**config.mk**
```make
export PLATFORM = sky130hd
export DESIGN_NAME = eth_spi_master_tx
export DESIGN_NICKNAME = d
export VERILOG_FILES = /design/src/rtl/eth_spi_pkg.sv /design/src/rtl/eth_spi_sync2.sv /design/src/rtl/eth_spi_master_tx.sv
export SDC_FILE = /design/constraint.sdc
export NUM_CORES = 1
export LEC_CHECK = 0
export ABC_AREA = 0
export BUFFER_PORTS_ARGS = -buffer_cell sky130_fd_sc_hd__buf_2
export CELL_PAD_IN_SITES_DETAIL_PLACEMENT = 1
export CELL_PAD_IN_SITES_GLOBAL_PLACEMENT = 2
export CORE_ASPECT_RATIO = 0.5
export CORE_MARGIN = 5
export CORE_UTILIZATION = 36
export DETAILED_ROUTE_END_ITERATION = 8
export GPL_TIMING_DRIVEN = 0
export PLACE_DENSITY = 0.85
export SLEW_MARGIN = 10
export SYNTH_ARGS = -nofsm -noshare
export SYNTH_HDL_FRONTEND = slang
export SYNTH_HIERARCHICAL = 1
export SYNTH_SLANG_ARGS = --single-unit
```
**constraint.sdc**
```tcl
create_clock -name clk -period 2.8 [get_ports clk]
set_clock_uncertainty 0.1 [all_clocks]
set_input_delay 0.7 -clock clk [delete_from_list [all_inputs] [get_ports clk]]
set_output_delay 0.7 -clock clk [all_outputs]
set_load 0.005 [all_outputs]
```
**src/rtl/eth_spi_pkg.sv**
```systemverilog
// Shared constants for the Ethernet controller SPI master:
// register map, STATUS/CONTROL bit positions and FSM encoding.
package eth_spi_pkg;

  localparam logic [1:0] ADDR_DATA    = 2'd0;
  localparam logic [1:0] ADDR_STATUS  = 2'd1;
  localparam logic [1:0] ADDR_CONTROL = 2'd2;
  localparam logic [1:0] ADDR_CLEAR   = 2'd3;

  localparam int ST_BUSY    = 0;
  localparam int ST_DONE    = 1;
  localparam int ST_OVERRUN = 2;

  localparam int CT_CS_N    = 0;
  localparam int CT_IRQ_EN  = 1;
  localparam int CT_DIV_LSB = 8;

  localparam logic [1:0] S_IDLE = 2'd0;
  localparam logic [1:0] S_LOW  = 2'd1;
  localparam logic [1:0] S_HIGH = 2'd2;
  localparam logic [1:0] S_DONE = 2'd3;

endpackage

```
**src/rtl/eth_spi_sync2.sv**
```systemverilog
// Two-flop synchroniser for the asynchronous eth_so input.
// Ports: clk, reset_n, d_i (async), q_o (clk domain, resets to 0).
module eth_spi_sync2 (
  input  logic clk,
  input  logic reset_n,
  input  logic d_i,
  output logic q_o
);

  logic meta_q;
  logic sync_q;

  always_ff @(posedge clk or negedge reset_n) begin
    if (!reset_n) begin
      meta_q <= 1'b0;
      sync_q <= 1'b0;
    end else begin
      meta_q <= d_i;
      sync_q <= meta_q;
    end
  end

  assign q_o = sync_q;

endmodule

```
**src/rtl/eth_spi_master_tx.sv**
```systemverilog
// Avalon-MM SPI master (mode 0, MSB first), one byte per TXDATA write.
// Ports: clk, reset_n, Avalon slave (address/chipselect/write_n/
// writedata/readdata), irq, SPI pins eth_sck/eth_si/eth_so/eth_cs_n.
module eth_spi_master_tx
  import eth_spi_pkg::*;
#(
  parameter int DATA_W      = 8,
  parameter int DIV_W       = 8,
  parameter int DEFAULT_DIV = 4
) (
  input  logic        clk,
  input  logic        reset_n,
  input  logic [1:0]  address,
  input  logic        chipselect,
  input  logic        write_n,
  input  logic [31:0] writedata,
  output logic [31:0] readdata,
  output logic        irq,
  output logic        eth_sck,
  output logic        eth_si,
  input  logic        eth_so,
  output logic        eth_cs_n
);

  localparam int CNT_W = $clog2(DATA_W + 1);

  logic [1:0]        state_q, state_d;
  logic [DIV_W-1:0]  clkdiv_q, clkdiv_d;
  logic [DIV_W-1:0]  div_q, div_d;
  logic [DIV_W-1:0]  half_q, half_d;
  logic [CNT_W-1:0]  bitcnt_q, bitcnt_d;
  logic [DATA_W-1:0] tx_q, tx_d;
  logic [DATA_W-1:0] rx_q, rx_d;
  logic [DATA_W-1:0] rxdata_q, rxdata_d;
  logic              cs_n_q, cs_n_d;
  logic              irq_en_q, irq_en_d;
  logic              busy_q, busy_d;
  logic              done_q, done_d;
  logic              ovr_q, ovr_d;
  logic              sck_q, sck_d;
  logic              si_q, si_d;
  logic [31:0]       rd_q, rd_d;
  logic              so_sync;
  logic              wr_en;
  logic              unused_wd;

  eth_spi_sync2 u_so_sync (
    .clk     (clk),
    .reset_n (reset_n),
    .d_i     (eth_so),
    .q_o     (so_sync)
  );

  assign wr_en     = chipselect & ~write_n;
  assign unused_wd = ^writedata;

  always_comb begin
    rd_d = '0;
    unique case (address)
      ADDR_DATA:    rd_d[DATA_W-1:0] = rxdata_q;
      ADDR_STATUS: begin
        rd_d[ST_BUSY]    = busy_q;
        rd_d[ST_DONE]    = done_q;
        rd_d[ST_OVERRUN] = ovr_q;
      end
      ADDR_CONTROL: begin
        rd_d[CT_CS_N]              = cs_n_q;
        rd_d[CT_IRQ_EN]            = irq_en_q;
        rd_d[CT_DIV_LSB +: DIV_W]  = clkdiv_q;
      end
      default:      rd_d = '0;
    endcase
  end

  always_comb begin
    state_d  = state_q;
    clkdiv_d = clkdiv_q;
    div_d    = div_q;
    half_d   = half_q;
    bitcnt_d = bitcnt_q;
    tx_d     = tx_q;
    rx_d     = rx_q;
    rxdata_d = rxdata_q;
    cs_n_d   = cs_n_q;
    irq_en_d = irq_en_q;
    busy_d   = busy_q;
    done_d   = done_q;
    ovr_d    = ovr_q;
    sck_d    = sck_q;
    si_d     = si_q;

    if (wr_en && address == ADDR_CONTROL) begin
      cs_n_d   = writedata[CT_CS_N];
      irq_en_d = writedata[CT_IRQ_EN];
      clkdiv_d = writedata[CT_DIV_LSB +: DIV_W];
    end
    if (wr_en && address == ADDR_CLEAR) begin
      done_d = 1'b0;
      ovr_d  = 1'b0;
    end
    if (wr_en && address == ADDR_DATA && busy_q) begin
      ovr_d = 1'b1;
    end

    unique case (state_q)
      S_IDLE: begin
        if (wr_en && address == ADDR_DATA) begin
          tx_d     = writedata[DATA_W-1:0];
          si_d     = writedata[DATA_W-1];
          busy_d   = 1'b1;
          bitcnt_d = CNT_W'(DATA_W);
          div_d    = clkdiv_q;
          half_d   = clkdiv_q;
          state_d  = S_LOW;
        end
      end
      S_LOW: begin
        if (half_q == '0) begin
          sck_d   = 1'b1;
          half_d  = div_q;
          state_d = S_HIGH;
        end else begin
          half_d = half_q - 1'b1;
        end
      end
      S_HIGH: begin
        if (half_q == '0) begin
          // Sample on the last SCK-high cycle, just before the fall.
          rx_d  = {rx_q[DATA_W-2:0], so_sync};
          sck_d = 1'b0;
          if (bitcnt_q == CNT_W'(1)) begin
            state_d = S_DONE;
          end else begin
            si_d     = tx_q[DATA_W-2];
            tx_d     = {tx_q[DATA_W-2:0], 1'b0};
            bitcnt_d = bitcnt_q - 1'b1;
            half_d   = div_q;
            state_d  = S_LOW;
          end
        end else begin
          half_d = half_q - 1'b1;
        end
      end
      default: begin
        // Setting done here overrides a same-cycle DONE_CLEAR.
        rxdata_d = rx_q;
        done_d   = 1'b1;
        busy_d   = 1'b0;
        state_d  = S_IDLE;
      end
    endcase
  end

  always_ff @(posedge clk or negedge reset_n) begin
    if (!reset_n) begin
      state_q  <= S_IDLE;
      clkdiv_q <= DIV_W'(DEFAULT_DIV);
      div_q    <= '0;
      half_q   <= '0;
      bitcnt_q <= '0;
      tx_q     <= '0;
      rx_q     <= '0;
      rxdata_q <= '0;
      cs_n_q   <= 1'b1;
      irq_en_q <= 1'b0;
      busy_q   <= 1'b0;
      done_q   <= 1'b0;
      ovr_q    <= 1'b0;
      sck_q    <= 1'b0;
      si_q     <= 1'b0;
      rd_q     <= '0;
    end else begin
      state_q  <= state_d;
      clkdiv_q <= clkdiv_d;
      div_q    <= div_d;
      half_q   <= half_d;
      bitcnt_q <= bitcnt_d;
      tx_q     <= tx_d;
      rx_q     <= rx_d;
      rxdata_q <= rxdata_d;
      cs_n_q   <= cs_n_d;
      irq_en_q <= irq_en_d;
      busy_q   <= busy_d;
      done_q   <= done_d;
      ovr_q    <= ovr_d;
      sck_q    <= sck_d;
      si_q     <= si_d;
      rd_q     <= rd_d;
    end
  end

  assign readdata = rd_q;
  assign irq      = done_q & irq_en_q;
  assign eth_sck  = sck_q;
  assign eth_si   = si_q;
  assign eth_cs_n = cs_n_q;

endmodule
```
# Word-level counts from Yosys, hierarchy flattened
# Cells that the tools add are included.
[classes] addsub=2 multipliers=0 div=0 order_cmp=0 n_eq_ne=12 shifts=0 mux=34 bitwise_logic=4 reduce_logical=20
[op_table] operator="2-to-1 mux 8 bit" count=5
[op_table] operator="one-hot mux 8 bit (3 select lines)" count=1
[op_table] operator="2-to-1 mux 7 bit" count=3
[op_table] operator="one-hot mux 7 bit (2 select lines)" count=1
[op_table] operator="2-to-1 mux 4 bit" count=3
[op_table] operator="one-hot mux 2 bit (3 select lines)" count=2
[op_table] operator="2-to-1 mux 1 bit" count=9
[op_table] operator="AND reduction 3 bit" count=3
[op_table] operator="zero test 8 bit" count=1
[op_table] operator="2-to-1 mux 2 bit" count=4
[op_table] operator="!= test 2 bit (second input constant)" count=4
[op_table] operator="one-hot mux 1 bit (2 select lines)" count=4
[op_table] operator="one-hot mux 4 bit (2 select lines)" count=1
[op_table] operator="subtractor 8 x 1 -> 8 bit (second input constant)" count=1
[op_table] operator="== test 2 bit (second input constant)" count=3
[op_table] operator="AND reduction 2 bit" count=3
[op_table] operator="nonzero test 2 bit" count=3
[op_table] operator="2-to-1 mux 5 bit" count=1
[op_table] operator="== test 2 x 1 -> 1 bit (second input constant)" count=2
[op_table] operator="== test 4 x 1 -> 1 bit (second input constant)" count=1
[op_table] operator="logical AND 1 bit" count=4
[op_table] operator="zero test 2 bit" count=2
[op_table] operator="AND reduction 4 bit" count=1
[op_table] operator="subtractor 4 x 1 -> 4 bit (second input constant)" count=1
[op_table] operator="7 further kinds" count=9
[word_totals] ff_bits=78 latchBits=0 mem_bits_rw=0 romBits=0 in_bits=39 out_inout_bits=36 elab_cells=90 n_memories=0

# Depth between registers and ports, before layout
[logic_depth] ltp_word=5 depth_mapped=9 ltp_nobuf=6

# Hierarchy
# The synthesis kept the hierarchy.
[modules_own_cells] mod="eth_spi_master_tx" instances=1 cells_per_inst=306 area_per_inst_um2=3666.0 seq_area_each_um2=1904.3
[modules_own_cells] mod="eth_spi_sync2" instances=1 cells_per_inst=2 area_per_inst_um2=50.0 seq_area_each_um2=50.0

# Least setup slack after synthesis
# No wires, ideal clock.
[synth_timing] kind="in2reg" from="input address[0]" to="register half_q[3]" setup_ns=0.125 arrival_time_ns=2.452 t_required_ns=2.575 slack_ns=0.124 path_stages=6 path_buffers=2 cell_sequence="buf_2 -> or4b_1 -> a21oi_2 -> and2_0 -> clkbuf_1 -> mux2_2"
[synth_between] elab_chain_cells=4
[synth_rtl] item="start: declaration" line_no="eth_spi_master_tx.sv:13" source="input logic [1:0] address,"
[synth_rtl] item="zero test 2 bit" line_no="eth_spi_master_tx.sv:107" source="if (wr_en && address == ADDR_DATA) begin"
[synth_rtl] item="logical AND 1 bit" line_no="eth_spi_master_tx.sv:107"
[synth_rtl] item="!= test 2 bit (no line)"
[synth_rtl] item="AND reduction 3 bit (no line)"
[synth_rtl] item="end signal: assignment" line_no="eth_spi_master_tx.sv:176" source="half_q <= half_d;"
[synth_rtl] item="end: declaration" line_no="eth_spi_master_tx.sv:30" source="logic [DIV_W-1:0] half_q, half_d;"
# Every way passes these cells.
# A chain may end at the register's enable or synchronous reset.

# Worst setup path in the final report
# Same ends and word-level chain as after synthesis.

==> insert_results.sql <==
INSERT INTO impl_metrics (metric_group, metric, value, unit) VALUES
('status', 'outcome', 'finished, final reports clean', ''),
('synthesis', 'async_flop_share', '100', '%'),
('setup_path', 'crit_path_max_fanout', '10', ''),
('power', 'power.density_cell_area', '982', 'mW/mm^2'),
('grt', 'global_route.overflow_total', '0', ''),
('drt', 'drt-vias-per-instance', '4.75', ''),
('setup_path', 'regToRegEndpoint', 'half_q[3]', ''),
('synthesis', 'synthesis.area_per_instance', '12.1', 'um^2'),
('place', 'hpwl', '6050', 'um'),
('grt', 'grt_antenna_before_repair', '0', ''),
('sta', 'rsz0062_at_grt', 'false', ''),
('drt', 'routed-via-count', '2469', ''),
('synthesis', 'yosysTopAreaCell', 'sky130_fd_sc_hd__dfrtp_1', ''),
('setup_path', 'setup.worst_path.start_class', 'input port', ''),
('floorplan', 'start_util', '36.6', '%'),
('clock_tree', 'cts.sinks', '78', ''),
('drt', 'antenna_violating_nets_post_route', '0', ''),
('synthesis', 'ys_seq_elements', '78', ''),
('synthesis', 'yosys.cell_count.top_type', 'sky130_fd_sc_hd__dfrtp_1', ''),
('setup_path', 'data_arrival_time_of_the_worst_path', '2.82', 'ns'),
('drt', 'drtPass1Iterations', '4', ''),
('synthesis', 'synthesis.yosys.warnings', '6', ''),
('grt', 'grt_util_all_layers', '13.9', '%'),
('floorplan', 'dieWidth', '154', 'um'),
('floorplan', 'num_io_pins', '75', ''),
('drt', 'post-route-drc-count', '0', ''),
('place', 'dpl_cell_area', '0.00418', 'mm^2'),
('floorplan', 'die_area', '0.0126', 'mm^2'),
('floorplan', 'die_h', '81.8', 'um'),
('clock_tree', 'tritoncts', 'yes', ''),
('cells_and_area', 'synth_to_final_area_change', '21.3', '%'),
('place', 'final_weighted_congestion_in_routability_driven_placement', '0.807', ''),
('clock_tree', 'htree_num_levels', '3', ''),
('grt', 'grt_max_degree', '66', ''),
('grt', 'wire_length_of_the_first_global_routing_pass', '13900', 'um'),
('sta', 'fin_setup_tns', '0', 'ns'),
('synthesis', 'netlist.area_leader.share', '51.2', '%'),
('sta', 'period_minus_slack', '2.70', 'ns'),
('cells_and_area', 'finish.net_count', '422', ''),
('place', 'port_buffers', '41', ''),
('power', 'total_power', '0.00443', 'W'),
('sta', 'post-route-worst-setup-slack', '0.0957', 'ns'),
('clock_tree', 'clock_path_buffers', '2', ''),
('setup_path', 'worstPathRequired', '2.92', 'ns'),
('hold_path', 'hp-class', 'in2async', ''),
('synthesis', 'synth-seq-area-share', '52.6', '%'),
('synthesis', 'ys_top_cells_by_count', 'sky130_fd_sc_hd__dfrtp_1, sky130_fd_sc_hd__mux2_2, sky130_fd_sc_hd__and2_1, sky130_fd_sc_hd__buf_4, sky130_fd_sc_hd__nand2_1', ''),
('setup_path', 'timing.setup.critical_path_class', 'in2reg', ''),
('drt', 'routed_wire_length_per_instance', '16.2', 'um'),
('drt', 'first_iter_violations', '143', ''),
('clock_tree', 'cts_made_buffers', '9', ''),
('clock_tree', 'clk_transition_reported_paths', '0.06', 'ns'),
('setup_path', 'rr_startpoint', 'state_q[0]', ''),
('drt', 'wirelength', '8410', 'um'),
('grt', 'grt_pass1_vias', '2724', ''),
('floorplan', 'core_area', '0.0101', 'mm^2'),
('synthesis', 'syn_inst', '308', ''),
('setup_path', 'r2r_cells', '7', ''),
('sta', 'min_period_over_period', '96.6', '%'),
('setup_path', 'worst_case_register_to_register_setup_slack', '0.11', 'ns'),
('cells_and_area', 'layout-drive-gt1-share', '36.1', '%'),
('sta', 'worst_pin_slew', '0.758', 'ns'),
('power', 'total_leakage_power', '2.16', 'nW'),
('clock_tree', 'root_buffer', 'sky130_fd_sc_hd__clkbuf_16', ''),
('cells_and_area', 'layout.filler_cells', '1135', ''),
('power', 'worst_ir_drop_vdd', '0.000348', 'V'),
('setup_path', 'crit_path_capture', 'half_q[3]', ''),
('synthesis', 'synth_cell_type_count', '53', ''),
('synthesis', 'synth_enable_flop_cells', '0', ''),
('cells_and_area', 'postLayoutCellArea', '0.00451', 'mm^2'),
('cells_and_area', 'antenna-diode-count', '0', '');
==> state kept, by name (all words and copies together) (netlist names), 2 cells and up <==
name	cells
readdata	16
clkdiv_q	8
div_q	8
half_q	8
rx_q	8
rxdata_q	8
tx_q	7
bitcnt_q	4
state_q	2
==> cells in the final DEF, fill, tap and decap left out, types with 7 or more instances in the layout <==
cell / instances
sky130_fd_sc_hd__and2_1: 16
sky130_fd_sc_hd__ha_1: 8
sky130_fd_sc_hd__o21ai_0: 9
sky130_fd_sc_hd__a21oi_1: 9
sky130_fd_sc_hd__mux2_4: 7
sky130_fd_sc_hd__buf_2: 41
sky130_fd_sc_hd__dfrtp_1: 76
sky130_fd_sc_hd__conb_1: 16
sky130_fd_sc_hd__nor2_1: 9
sky130_fd_sc_hd__clkbuf_16: 9
sky130_fd_sc_hd__nand2_1: 12
sky130_fd_sc_hd__buf_4: 17
sky130_fd_sc_hd__inv_1: 10
sky130_fd_sc_hd__mux2_2: 43
sky130_fd_sc_hd__clkbuf_1: 9
==> kinds of logic after synthesis <==
logic type,synth area share [%]
flops,52.6
simple gates,11.2
mux,17.5
compound gates,9.02
buf+inv,6.20
fa+ha+maj,2.69
xor+xnor,0.707
other cells,0.101
==> area by class of cell <==
cell class,instances,area (um^2),share of cell area (%)
repair buffers,42,235,5.22
clock buffers,10,239,5.30
plain buffers,29,189,4.19
clock inverters,6,68.8,1.53
multi-input cells,205,1610,35.7
flip-flops and latches,78,1950,43.4
well taps,140,175,3.89
inverters,10,37.5,0.833
==> report_power, final <==
part | switching, W | internal (W) | total (W)
registers | 0.000233 | 0.00142 | 0.00165
logic | 0.000804 | 0.000788 | 0.00159
clock network | 0.000463 | 0.000719 | 0.00118
==> metrics by stage <==
step	std cells	utilization (%)	hold WS, ns
2_1_floorplan	323	-	0.231
3_3_place_gp	504	40.9	0.238
3_5_place_dp	505	41.2	0.243
4_1_cts	521	44.4	0.119
5_1_grt	520	44.4	0.127
6_report	520	44.4	0.122
==> critical path, stage by stage <==
cell and delay, ns:
sky130_fd_sc_hd__buf_2 0.16, sky130_fd_sc_hd__or4b_1 0.61, sky130_fd_sc_hd__a21oi_2 0.44, sky130_fd_sc_hd__and2_0 0.19
sky130_fd_sc_hd__clkbuf_1 0.34, sky130_fd_sc_hd__mux2_2 0.38
==> metal layers <==
layer,track usage [%],up-vias,routed length [um]
li1,-,1184,-
met1,16.7,1234,3680
met2,25.2,44,4340
met3,3.37,7,312
met4,4.32,0,80
met5,0,-,0
==> how the worst min path moves through the flow <==
stage | startpoint | end | cells after the start
floorplan | u_so_sync/meta_q | u_so_sync/q_o | 0
global placement | u_so_sync/meta_q | u_so_sync/q_o | 0
detailed placement | u_so_sync/meta_q | u_so_sync/q_o | 0
CTS | reset_n | bitcnt_q[2] | 1
global route | reset_n | eth_si | 1
finish | reset_n | eth_si | 1
==> timing repair <==
action | in CTS | in global routing
setup endpoints to repair | 7 | 10
buffers inserted | 0 | 0
gates resized for setup | 3 | 0
hold buffers | 0 | 0
Power figures use the tool's default switching activity.
